$ cat config.mk
export PLATFORM = sky130hd
export DESIGN_NAME = watch_mode_ctrl
export DESIGN_NICKNAME = d
export VERILOG_FILES = /design/src/rtl/watch_mode_ctrl.sv
export SDC_FILE = /design/constraint.sdc
export NUM_CORES = 1
export LEC_CHECK = 0
export ABC_AREA = 1
export CAP_MARGIN = 20
export CORE_MARGIN = 2
export CORE_UTILIZATION = 40
export CTS_BUF_LIST = sky130_fd_sc_hd__clkbuf_2 sky130_fd_sc_hd__clkbuf_4 sky130_fd_sc_hd__clkbuf_8
export CTS_CLUSTER_DIAMETER = 100
export DETAILED_ROUTE_END_ITERATION = 16
export GPL_TIMING_DRIVEN = 0
export PLACE_DENSITY = 0.55
export SLEW_MARGIN = 20
export SYNTH_ARGS = -nofsm -noshare
export SYNTH_HDL_FRONTEND = slang
export SYNTH_SLANG_ARGS = --single-unit
export TNS_END_PERCENT = 5
$ cat constraint.sdc
create_clock -name CLOCK_50 -period 1.4 [get_ports CLOCK_50]
set_input_delay 0.35 -clock CLOCK_50 [delete_from_list [all_inputs] [get_ports CLOCK_50]]
set_output_delay 0.35 -clock CLOCK_50 [all_outputs]
set_load 0.02 [all_outputs]
$ cat src/rtl/watch_mode_ctrl.sv
// Two-button watch-setting controller: debounced MODE/INC keys, edit-field selection,
// one-hot increment strobes and idle timeout. Define WATCH_MODE_AUTOREPEAT_EN for held-key repeat.
module watch_mode_ctrl #(
    parameter int CLK_HZ           = 50000000,
    parameter int DEBOUNCE_CYC     = 1000000,
    parameter int IDLE_TIMEOUT_S   = 30,
    parameter int REPEAT_DELAY_CYC = 25000000,
    parameter int REPEAT_RATE_CYC  = 5000000
) (
    input  logic       CLOCK_50,
    input  logic       RESET_N,
    input  logic       KEY_MODE_N,
    input  logic       KEY_INC_N,
    output logic [2:0] field_sel,
    output logic [6:0] inc_pulse,
    output logic [1:0] disp_sel,
    output logic [2:0] led_edit
);

    localparam int DB_W     = $clog2(DEBOUNCE_CYC + 1);
    localparam int CYC_W    = $clog2(CLK_HZ + 1);
    localparam int SEC_W    = $clog2(IDLE_TIMEOUT_S + 1);
    localparam int KEY_MODE = 0;
    localparam int KEY_INC  = 1;

    logic [1:0] key_raw;
    logic [1:0] deb_lvl;
    logic [1:0] press;

    assign key_raw = {KEY_INC_N, KEY_MODE_N};

    // Per key: 2-flop synchronizer, run-length debouncer, falling-edge press detect.
    genvar gi;
    generate
        for (gi = 0; gi < 2; gi++) begin : g_key
            logic            sync1_reg;
            logic            sync2_reg;
            logic            deb_reg;
            logic            deb_prev_reg;
            logic [DB_W-1:0] cnt_reg;

            always_ff @(posedge CLOCK_50 or negedge RESET_N) begin
                if (!RESET_N) begin
                    sync1_reg    <= 1'b1;
                    sync2_reg    <= 1'b1;
                    deb_reg      <= 1'b1;
                    deb_prev_reg <= 1'b1;
                    cnt_reg      <= '0;
                end else begin
                    sync1_reg    <= key_raw[gi];
                    sync2_reg    <= sync1_reg;
                    deb_prev_reg <= deb_reg;
                    if (sync2_reg == deb_reg) begin
                        cnt_reg <= '0;
                    end else if (cnt_reg == DB_W'(DEBOUNCE_CYC - 1)) begin
                        deb_reg <= sync2_reg;
                        cnt_reg <= '0;
                    end else begin
                        cnt_reg <= cnt_reg + DB_W'(1);
                    end
                end
            end

            assign deb_lvl[gi] = deb_reg;
            assign press[gi]   = deb_prev_reg & ~deb_reg;
        end
    endgenerate

    logic             mode_press;
    logic             inc_press;
    logic             inc_held;
    logic             rep_fire;

    assign mode_press = press[KEY_MODE];
    assign inc_press  = press[KEY_INC];
    assign inc_held   = ~deb_lvl[KEY_INC];

`ifdef WATCH_MODE_AUTOREPEAT_EN
    localparam int REP_MAX = (REPEAT_DELAY_CYC > REPEAT_RATE_CYC) ? REPEAT_DELAY_CYC : REPEAT_RATE_CYC;
    localparam int REP_W   = $clog2(REP_MAX + 1);

    logic             rep_active_reg, rep_active_next;
    logic             rep_first_reg, rep_first_next;
    logic [REP_W-1:0] rep_cnt_reg, rep_cnt_next;
    logic [REP_W-1:0] rep_limit;

    // First repeat waits the long delay; later ones use the shorter rate.
    always_comb begin
        rep_limit       = rep_first_reg ? REP_W'(REPEAT_DELAY_CYC - 1) : REP_W'(REPEAT_RATE_CYC - 1);
        rep_fire        = rep_active_reg & inc_held & (rep_cnt_reg == rep_limit);
        rep_active_next = rep_active_reg;
        rep_first_next  = rep_first_reg;
        rep_cnt_next    = rep_cnt_reg;
        if (!inc_held || mode_press) begin
            rep_active_next = 1'b0;
            rep_cnt_next    = '0;
        end else if (inc_press) begin
            rep_active_next = 1'b1;
            rep_first_next  = 1'b1;
            rep_cnt_next    = '0;
        end else if (rep_active_reg) begin
            if (rep_fire) begin
                rep_first_next = 1'b0;
                rep_cnt_next   = '0;
            end else begin
                rep_cnt_next = rep_cnt_reg + REP_W'(1);
            end
        end
    end

    always_ff @(posedge CLOCK_50 or negedge RESET_N) begin
        if (!RESET_N) begin
            rep_active_reg <= 1'b0;
            rep_first_reg  <= 1'b1;
            rep_cnt_reg    <= '0;
        end else begin
            rep_active_reg <= rep_active_next;
            rep_first_reg  <= rep_first_next;
            rep_cnt_reg    <= rep_cnt_next;
        end
    end
`else
    assign rep_fire = 1'b0;
`endif

    logic [2:0]       field_sel_reg, field_sel_next;
    logic [6:0]       inc_pulse_reg, inc_pulse_next;
    logic [1:0]       disp_sel_reg, disp_sel_next;
    logic [CYC_W-1:0] cyc_cnt_reg, cyc_cnt_next;
    logic [SEC_W-1:0] sec_cnt_reg, sec_cnt_next;
    logic             activity;

    always_comb begin
        field_sel_next = field_sel_reg;
        inc_pulse_next = '0;
        cyc_cnt_next   = cyc_cnt_reg;
        sec_cnt_next   = sec_cnt_reg;
        disp_sel_next  = 2'd0;
        activity       = 1'b0;

        // Mode wins over a coincident inc press or repeat; the inc event is dropped.
        if (mode_press) begin
            field_sel_next = (field_sel_reg >= 3'd6) ? 3'd0 : field_sel_reg + 3'd1;
            activity       = 1'b1;
        end else if (inc_press || rep_fire) begin
            inc_pulse_next = 7'd1 << field_sel_reg;
            activity       = 1'b1;
        end

        if (activity || field_sel_reg == 3'd0) begin
            cyc_cnt_next = '0;
            sec_cnt_next = '0;
        end else if (sec_cnt_reg == SEC_W'(IDLE_TIMEOUT_S)) begin
            field_sel_next = 3'd0;
            cyc_cnt_next   = '0;
            sec_cnt_next   = '0;
        end else if (cyc_cnt_reg == CYC_W'(CLK_HZ - 1)) begin
            // Reaching the limit is caught by the branch above, so this never wraps.
            cyc_cnt_next = '0;
            sec_cnt_next = sec_cnt_reg + SEC_W'(1);
        end else begin
            cyc_cnt_next = cyc_cnt_reg + CYC_W'(1);
        end

        case (field_sel_next)
            3'd0, 3'd1, 3'd2: disp_sel_next = 2'd0;
            3'd3, 3'd4, 3'd5: disp_sel_next = 2'd1;
            3'd6:             disp_sel_next = 2'd2;
            default:          disp_sel_next = 2'd0;
        endcase
    end

    always_ff @(posedge CLOCK_50 or negedge RESET_N) begin
        if (!RESET_N) begin
            field_sel_reg <= 3'd0;
            inc_pulse_reg <= '0;
            disp_sel_reg  <= 2'd0;
            cyc_cnt_reg   <= '0;
            sec_cnt_reg   <= '0;
        end else begin
            field_sel_reg <= field_sel_next;
            inc_pulse_reg <= inc_pulse_next;
            disp_sel_reg  <= disp_sel_next;
            cyc_cnt_reg   <= cyc_cnt_next;
            sec_cnt_reg   <= sec_cnt_next;
        end
    end

    // Digit indicator within the current page, lit only while INC is held.
    always_comb begin
        led_edit = 3'b000;
        if (inc_held) begin
            case (field_sel_reg)
                3'd0, 3'd3: led_edit = 3'b001;
                3'd1, 3'd4: led_edit = 3'b010;
                3'd2, 3'd5: led_edit = 3'b100;
                default:    led_edit = 3'b000;
            endcase
        end
    end

    assign field_sel = field_sel_reg;
    assign inc_pulse = inc_pulse_reg;
    assign disp_sel  = disp_sel_reg;

endmodule
==> results by group, run 1 <==
Synthesis
  – Cell types with the highest counts after synthesis: sky130_fd_sc_hd__nand2_1, sky130_fd_sc_hd__nor2_1, sky130_fd_sc_hd__dfrtp_1
  – Library cell with the largest summed area after synthesis: sky130_fd_sc_hd__dfrtp_1
  – Synth async-reset ratio: between 90% and 100%
  – Number of warnings issued by yosys: 0
  – XOR/XNOR Fraction of Synth Area: under 10%
  – Synth Area in Adders: 2.51%
  – Cell with the most instances after synthesis: sky130_fd_sc_hd__nand2_1
  – Post-synthesis net count: a little under 700
  – Post-synthesis sequential element count: 91
  – Distinct cell type count of the synthesized netlist: 28
  – Commonest register cell after synthesis: sky130_fd_sc_hd__dfrtp_1
  – Cell types occupying the most area after synthesis: sky130_fd_sc_hd__dfrtp_1, sky130_fd_sc_hd__nand2_1, sky130_fd_sc_hd__nor2_1
  – Post-Synthesis Mean Instance Area: 7.43 um2
  – Netlist area before placement: between 4000 and 5000 um2
  – Sequential share of the synthesized area: 45.9%
  – Synth Area in Simple Gates: a little under two fifths
  – Share of the synthesized area in the top cell type: 41.7%
  – Dominant combinational cell family by area after synthesis: simple AND/OR/NAND/NOR gates
  – Compound-gate portion of the synthesized area: around 2.8%
  – Multiplexer fraction of the synthesized cell area: 0%
  – Post-synthesis instance total: 670
  – Post-synth EDFFs: 0

Die
  – Chip Width: around 120 um
  – Placeable core area: 12100 um2
  – Std-Cell Rows: 40
  – Area of the die: about 13000 um2
  – Initial Utilization: between 40 and 50%
  – Height of the die: ~120 um
  – Boundary pin count: 19

Worst hold path
  – Worst hold stages: 1
  – Endpoint, Worst Hold: g_key[0].sync1_reg$_DFF_PN1_
  – Startpoint of the lowest-slack hold path: KEY_MODE_N
  – Kind of path behind the tightest hold check: input pin to register

Routing
  – Residual DRC: 0
  – Violation count after the first detailed-route iteration: 233
  – Wirelength, routed: between 10000 and 15000 um
  – Via-to-Cell Ratio: ~4.7
  – Post-route antenna net violation count: 0
  – DR vias: about 4200
  – DR WL/cell: 11.9 um
  – Detailed-router iteration count before antenna repair: 4

Placed design
  – Number of placed instances, taps included: roughly 860
  – Pre-CTS setup slack: -496 ps
  – Routability congestion estimate from global placement: about 0.84
  – Buffers added on ports: 18
  – Placed cell area: between 5000 and 6000 um2
  – Estimated wirelength of the detail-placed design: approximately 7400 um

Layout
  – Post-route design area: approximately 6300 um2
  – Final net count: ~740
  – Number of diodes: 0
  – Layout cells sized above 1: about a quarter
  – Final Instance Count excl. Fillers: ~900
  – Number of filler instances in the final layout: roughly 1200
  – Number of flip-flops under the largest register name: 40
  – Layout overhead on the synthesized area: 25.9%

Clocking
  – Worst-Skew Late Latency: between 300 and 400 ps
  – TritonCTS clock tree: yes
  – Sink count of the clock tree: between 90 and 100
  – Total number of H-tree levels: 3
  – Inserted Clock Buffers: 9
  – Worst-case clock buffer depth: 2
  – Post-CTS clock slew at the launch and capture registers of the worst setup and hold paths: 100 ps
  – Clock Root Buffer: sky130_fd_sc_hd__clkbuf_8

GRT
  – Global-route wire length before repair: ~18000 um
  – Vias in the first global route: between 4000 and 5000
  – Largest net degree at the start of global routing: 47
  – Leftover overflow at the end of global routing: 0
  – Initial antenna violation count: 0
  – Overall fraction of global-route tracks in use: around 17%

Timing
  – Measured slew at the worst slew-check pin: approximately 440 ps
  – Clk_skew: around 18 ps
  – Worst hold slack after final layout: 359 ps
  – Post-route worst setup slack: -436 ps
  – Hold Fails Final Rpt: 0
  – Final-report max-slew violation count: 0
  – Slew Limit Headroom: about 70%
  – Shortest clock period the worst path allows after layout: about 1800 ps
  – Final setup vio count: 43
  – Post-route clock period utilization: 131%
  – Maximum frequency from static timing analysis: 545 MHz
  – Unrepaired setup endpoints after global routing: yes

Worst setup path
  – Data arrival time at the worst-slack endpoint: 1490 ps
  – Setup crit end kind: primary output
  – Worst-case reg-to-reg path depth: 11
  – Category of the most critical setup path: register to primary output
  – WP data required: between 1000 and 1500 ps
  – Worst r2r dst: inc_pulse[5]$_DFF_PN0_
  – Max Fanout on Critical Path: 5
  – Element type at the critical path start: register
  – Slack of the worst reg-to-reg path: -420 ps
  – Reg-to-reg critical path startpoint: field_sel[1]$_DFF_PN0_

Power
  – Total power of the final layout: between 4000 and 5000 uW
  – Static leakage power: roughly 0.0029 uW
  – Power per cell area: around 780 nW/um2
  – IR drop worst, VDD: between 0.5 and 0.6 mV

Run
  – Max-cap viol count: 0

Run status
  – Violated checks: negative setup slack
  – Outcome: complete, but fails checks
## layer usage
layer | global-route usage (%) | share of wire [%] | vias to the layer above
li1 | - | - | 2164
met3 | 4.18 | 3.0 | 13
met1 | 21.8 | 48 | 1984
met5 | 0 | 0 | -
met4 | 5.70 | 1.3 | 0
met2 | 28.1 | 47 | 55
## logic make-up after synthesis
logic type	after synthesis
AO/OA/AOI/OAI	25
XOR/XNOR	27
adder cells (fa/ha/maj)	10
buffers and inverters	87
flip-flops	91
AND/OR/NAND/NOR	430
## critical path, stage by stage, from the launching register on
cell and delay, ps:
sky130_fd_sc_hd__dfrtp_2 490, sky130_fd_sc_hd__inv_4 100, sky130_fd_sc_hd__ha_4 160, sky130_fd_sc_hd__nand2_4 60, sky130_fd_sc_hd__a21oi_2 170, sky130_fd_sc_hd__buf_6 140
## stage by stage
step	TNS (ps)	util (%)
3_5_place_dp	-14410	45.0
6_report	-9600	52.0
4_1_cts	-19980	48.1
2_1_floorplan	-942	-
5_1_grt	-13870	52.0
3_3_place_gp	-317450	44.7
## worst max-delay path by stage
stage,start,to,slack (ps),cells past startpoint
after global placement,RESET_N,field_sel[1]$_DFF_PN0_,-3770,1
after detailed placement,field_sel[0]$_DFF_PN0_,led_edit[2],-500,5
after global routing,field_sel[1]$_DFF_PN0_,led_edit[0],-500,5
after floorplan,field_sel[0]$_DFF_PN0_,cyc_cnt_reg[24]$_DFF_PN0_,-50,10
final,field_sel[1]$_DFF_PN0_,led_edit[0],-440,5
after CTS,field_sel[1]$_DFF_PN0_,led_edit[0],-430,5
## cell usage in the layout (no fill, tap or decap), types with 3 or more instances in the layout
cell and instances:
sky130_fd_sc_hd__nand2_1 161, sky130_fd_sc_hd__nor2_1 138, sky130_fd_sc_hd__dfrtp_1 77, sky130_fd_sc_hd__inv_1 71, sky130_fd_sc_hd__nand3_1 30, sky130_fd_sc_hd__nor2_2 26
sky130_fd_sc_hd__buf_4 25, sky130_fd_sc_hd__nand2_2 20, sky130_fd_sc_hd__xor2_1 15, sky130_fd_sc_hd__nor3_1 14, sky130_fd_sc_hd__nand2_4 11, sky130_fd_sc_hd__a21oi_1 10
sky130_fd_sc_hd__nor2_4 10, sky130_fd_sc_hd__xnor2_1 10, sky130_fd_sc_hd__clkbuf_8 10, sky130_fd_sc_hd__dlymetal6s2s_1 9, sky130_fd_sc_hd__dfstp_2 8, sky130_fd_sc_hd__inv_2 7
sky130_fd_sc_hd__inv_4 7, sky130_fd_sc_hd__nand4_1 7, sky130_fd_sc_hd__ha_4 7, sky130_fd_sc_hd__buf_6 7, sky130_fd_sc_hd__dfrtp_2 6, sky130_fd_sc_hd__nand3_2 5
sky130_fd_sc_hd__o21ai_0 4, sky130_fd_sc_hd__o21bai_1 3, sky130_fd_sc_hd__nor3_2 3, sky130_fd_sc_hd__a21oi_2 3
## where the power goes
part           total (uW)  leakage [uW]  internal, uW  switching [uW]
combinational         179       0.00153          67.6             111
sequential           2670       0.00123          2650            22.8
clock                2060      0.000114          1080             979
## timing repair
action | CTS | global route
hold endpoints to repair | 41 | 0
hold buffers | 1 | 0
setup buffers | 11 | 16
pin swaps | 5 | 18
endpoints found under the setup margin | 87 | 95
gates cloned | 0 | 1
gates resized for setup | 43 | 100
## area by class of cell
cell class                 count  area [um2]  area share [%]
multi-input combinational    493        2720            43.3
sequential                    91        2290            36.6
timing repair buffer          47         450            7.19
inverter                      85         337            5.37
tap                          168         210            3.35
clock buffer                  11         145            2.32
clock inverter                 5        85.1            1.36
buffer                         2        30.0           0.479
Power figures use the tool's default switching activity.
==> run 2: changes to the inputs <==
Settings changed: MAX_ROUTING_LAYER set to met4.
==> results by group, run 2 (synthesis results as in run 1) <==
Die
  – Area of the die: 13400 um2 (unchanged)
  – Placeable core area: 12100 um2 (unchanged)
  – Height of the die: 116 um (unchanged)
  – Initial Utilization: 41.3% (unchanged)
  – Chip Width: 116 um (unchanged)
  – Std-Cell Rows: 40 (unchanged)
  – Boundary pin count: 19 (unchanged)

Clocking
  – Clock Root Buffer: sky130_fd_sc_hd__clkbuf_8
  – Sink count of the clock tree: 91 (unchanged)
  – Inserted Clock Buffers: 9 (unchanged)
  – Post-CTS clock slew at the launch and capture registers of the worst setup and hold paths: 90 ps (about the same)
  – Worst-Skew Late Latency: 380 ps (about the same)
  – Total number of H-tree levels: 3 (unchanged)
  – TritonCTS clock tree: yes
  – Worst-case clock buffer depth: 2 (unchanged)

Worst setup path
  – Max Fanout on Critical Path: 5 (unchanged)
  – Reg-to-reg critical path startpoint: field_sel[1]$_DFF_PN0_
  – Number of stages on the worst setup path: 5 (unchanged)
  – Launching instance or port of the critical path: field_sel[1]$_DFF_PN0_
  – Sum of buffers and inverters on the critical path: 2 (unchanged)
  – Setup crit end kind: primary output
  – Worst r2r dst: inc_pulse[5]$_DFF_PN0_
  – Worst-case reg-to-reg path depth: 11 (unchanged)
  – Cell with the largest stage delay on the worst path: sky130_fd_sc_hd__dfrtp_2
  – Element type at the critical path start: register
  – End point of the critical path: led_edit[0]
  – Largest delay contributor family on the critical path: flip-flops
  – Slack of the worst reg-to-reg path: -420 ps (about the same)
  – Max incr delay on CP: 490 ps (about the same)
  – Critical-path cell list: inv_4 > ha_4 > nand2_4 > a21oi_2 > buf_6
  – WP data required: 1050 ps (about the same)
  – Data arrival time at the worst-slack endpoint: 1480 ps (about the same)
  – Category of the most critical setup path: register to primary output

Timing
  – Unrepaired setup endpoints after global routing: yes
  – Maximum frequency from static timing analysis: 546 MHz (+0.24%)
  – Post-route clock period utilization: 131% (-0.31 points)
  – Clk_skew: 17.6 ps (-0.118 ps)
  – Worst hold slack after final layout: 363 ps (+3.37 ps)
  – Slew Limit Headroom: 70.6% (+0.23 points)
  – Final-report max-slew violation count: 0 (unchanged)
  – Shortest clock period the worst path allows after layout: 1830 ps (-4.39 ps)
  – Final setup vio count: 43 (unchanged)
  – Hold Fails Final Rpt: 0 (unchanged)
  – Post-route worst setup slack: -431 ps (+4.39 ps)
  – Measured slew at the worst slew-check pin: 439 ps (-3.44 ps)

Run
  – Max-cap viol count: 0 (unchanged)

Worst hold path
  – Kind of path behind the tightest hold check: register to register

GRT
  – Vias in the first global route: 4019 (+0.12%)
  – Leftover overflow at the end of global routing: 0 (unchanged)
  – Largest net degree at the start of global routing: 47 (unchanged)
  – Initial antenna violation count: 0 (unchanged)
  – Overall fraction of global-route tracks in use: 17.5% (+0.51 points)
  – Global-route wire length before repair: 18100 um (about the same)

Layout
  – Most frequent cells in the layout: sky130_fd_sc_hd__nand2_1, sky130_fd_sc_hd__nor2_1, sky130_fd_sc_hd__dfrtp_1
  – Final core area utilization: 52.0% (unchanged)
  – Layout overhead on the synthesized area: 25.9% (unchanged)
  – Number of diodes: 0 (unchanged)
  – Layout cells sized above 1: 23.6% (unchanged)
  – Final net count: 743 (unchanged)
  – Commonest non-fill, non-tap cell in the layout: sky130_fd_sc_hd__nand2_1
  – Number of flip-flops under the largest register name: 40 (unchanged)

Routing
  – DR WL/cell: 11.9 um (-0.31%)
  – Detailed-router iteration count before antenna repair: 4 (unchanged)
  – Via-to-Cell Ratio: 4.67 (-0.17%)
  – DR vias: 4209 (-0.17%)
  – Violation count after the first detailed-route iteration: 234 (+0.43%)
  – Wirelength, routed: 10700 um (-0.31%)
  – Post-route antenna net violation count: 0 (unchanged)
  – Residual DRC: 0 (unchanged)

Placed design
  – Estimated wirelength of the detail-placed design: 7410 um (unchanged)
  – Routability congestion estimate from global placement: 0.856 (+1.6%)
  – Buffers added on ports: 18 (unchanged)

Run status
  – Outcome: complete, but fails checks
  – Violated checks: negative setup slack

Power
  – Power per cell area: 783 nW/um2 (-0.22%)
  – IR drop worst, VDD: 0.527 mV (about the same)
  – Static leakage power: 0.00287 uW (unchanged)
  – Total power of the final layout: 4910 uW (-0.22%)
-- run 2: metal layers --
metal  track usage (%)  part of all wire (%)
met1              21.8                    48
met2              28.0                    47
met3              4.18                   3.1
met4              5.70                   1.4
met5                 -                     0
-- run 2: worst min-delay path by stage --
stage	from	end	slack, ps	cells after the start
after floorplan	RESET_N	cyc_cnt_reg[0]$_DFF_PN0_	50	0
after global placement	g_key[0].sync1_reg$_DFF_PN1_	g_key[0].sync2_reg$_DFF_PN1_	350	0
after detailed placement	RESET_N	disp_sel[0]$_DFF_PN0_	310	1
after CTS	KEY_MODE_N	g_key[0].sync1_reg$_DFF_PN1_	350	1
after global routing	KEY_INC_N	g_key[1].sync1_reg$_DFF_PN1_	350	1
final	g_key[1].sync1_reg$_DFF_PN1_	g_key[1].sync2_reg$_DFF_PN1_	360	0
-- run 2: layout make-up --
cell class / count / area [um2]
plain buffers: 2 / 30.0
clock buffers: 11 / 145
clock inverters: 5 / 85.1
fillers: 1152 / 5790
inverters: 85 / 337
multi-input cells: 493 / 2720
flip-flops and latches: 91 / 2290
well taps: 168 / 210
repair buffers: 47 / 450
-- run 2: through the flow --
stage	instance area, um2	cells	TNS (ps)	worst slack [ps]
after floorplan	5010	670	-942	-49.7
after global placement	5400	856	-317450	-3770
after detailed placement	5430	857	-14410	-496
after CTS	5810	885	-19980	-429
after global routing	6270	902	-13870	-501
final	6270	902	-9540	-431
-- run 2: what timing repair did --
item | in CTS | in global routing
hold buffers | 1 | 0
endpoints found under the hold margin | 41 | 0
setup endpoints to repair | 87 | 95
buffers inserted | 11 | 16
gates cloned | 0 | 1
resized for setup | 43 | 100
pin swaps | 5 | 18
-- run 2: where the power goes --
part	total, uW	internal (uW)	switching [uW]
combinational	178	67.6	111
clock	2050	1080	969
sequential	2670	2650	22.9
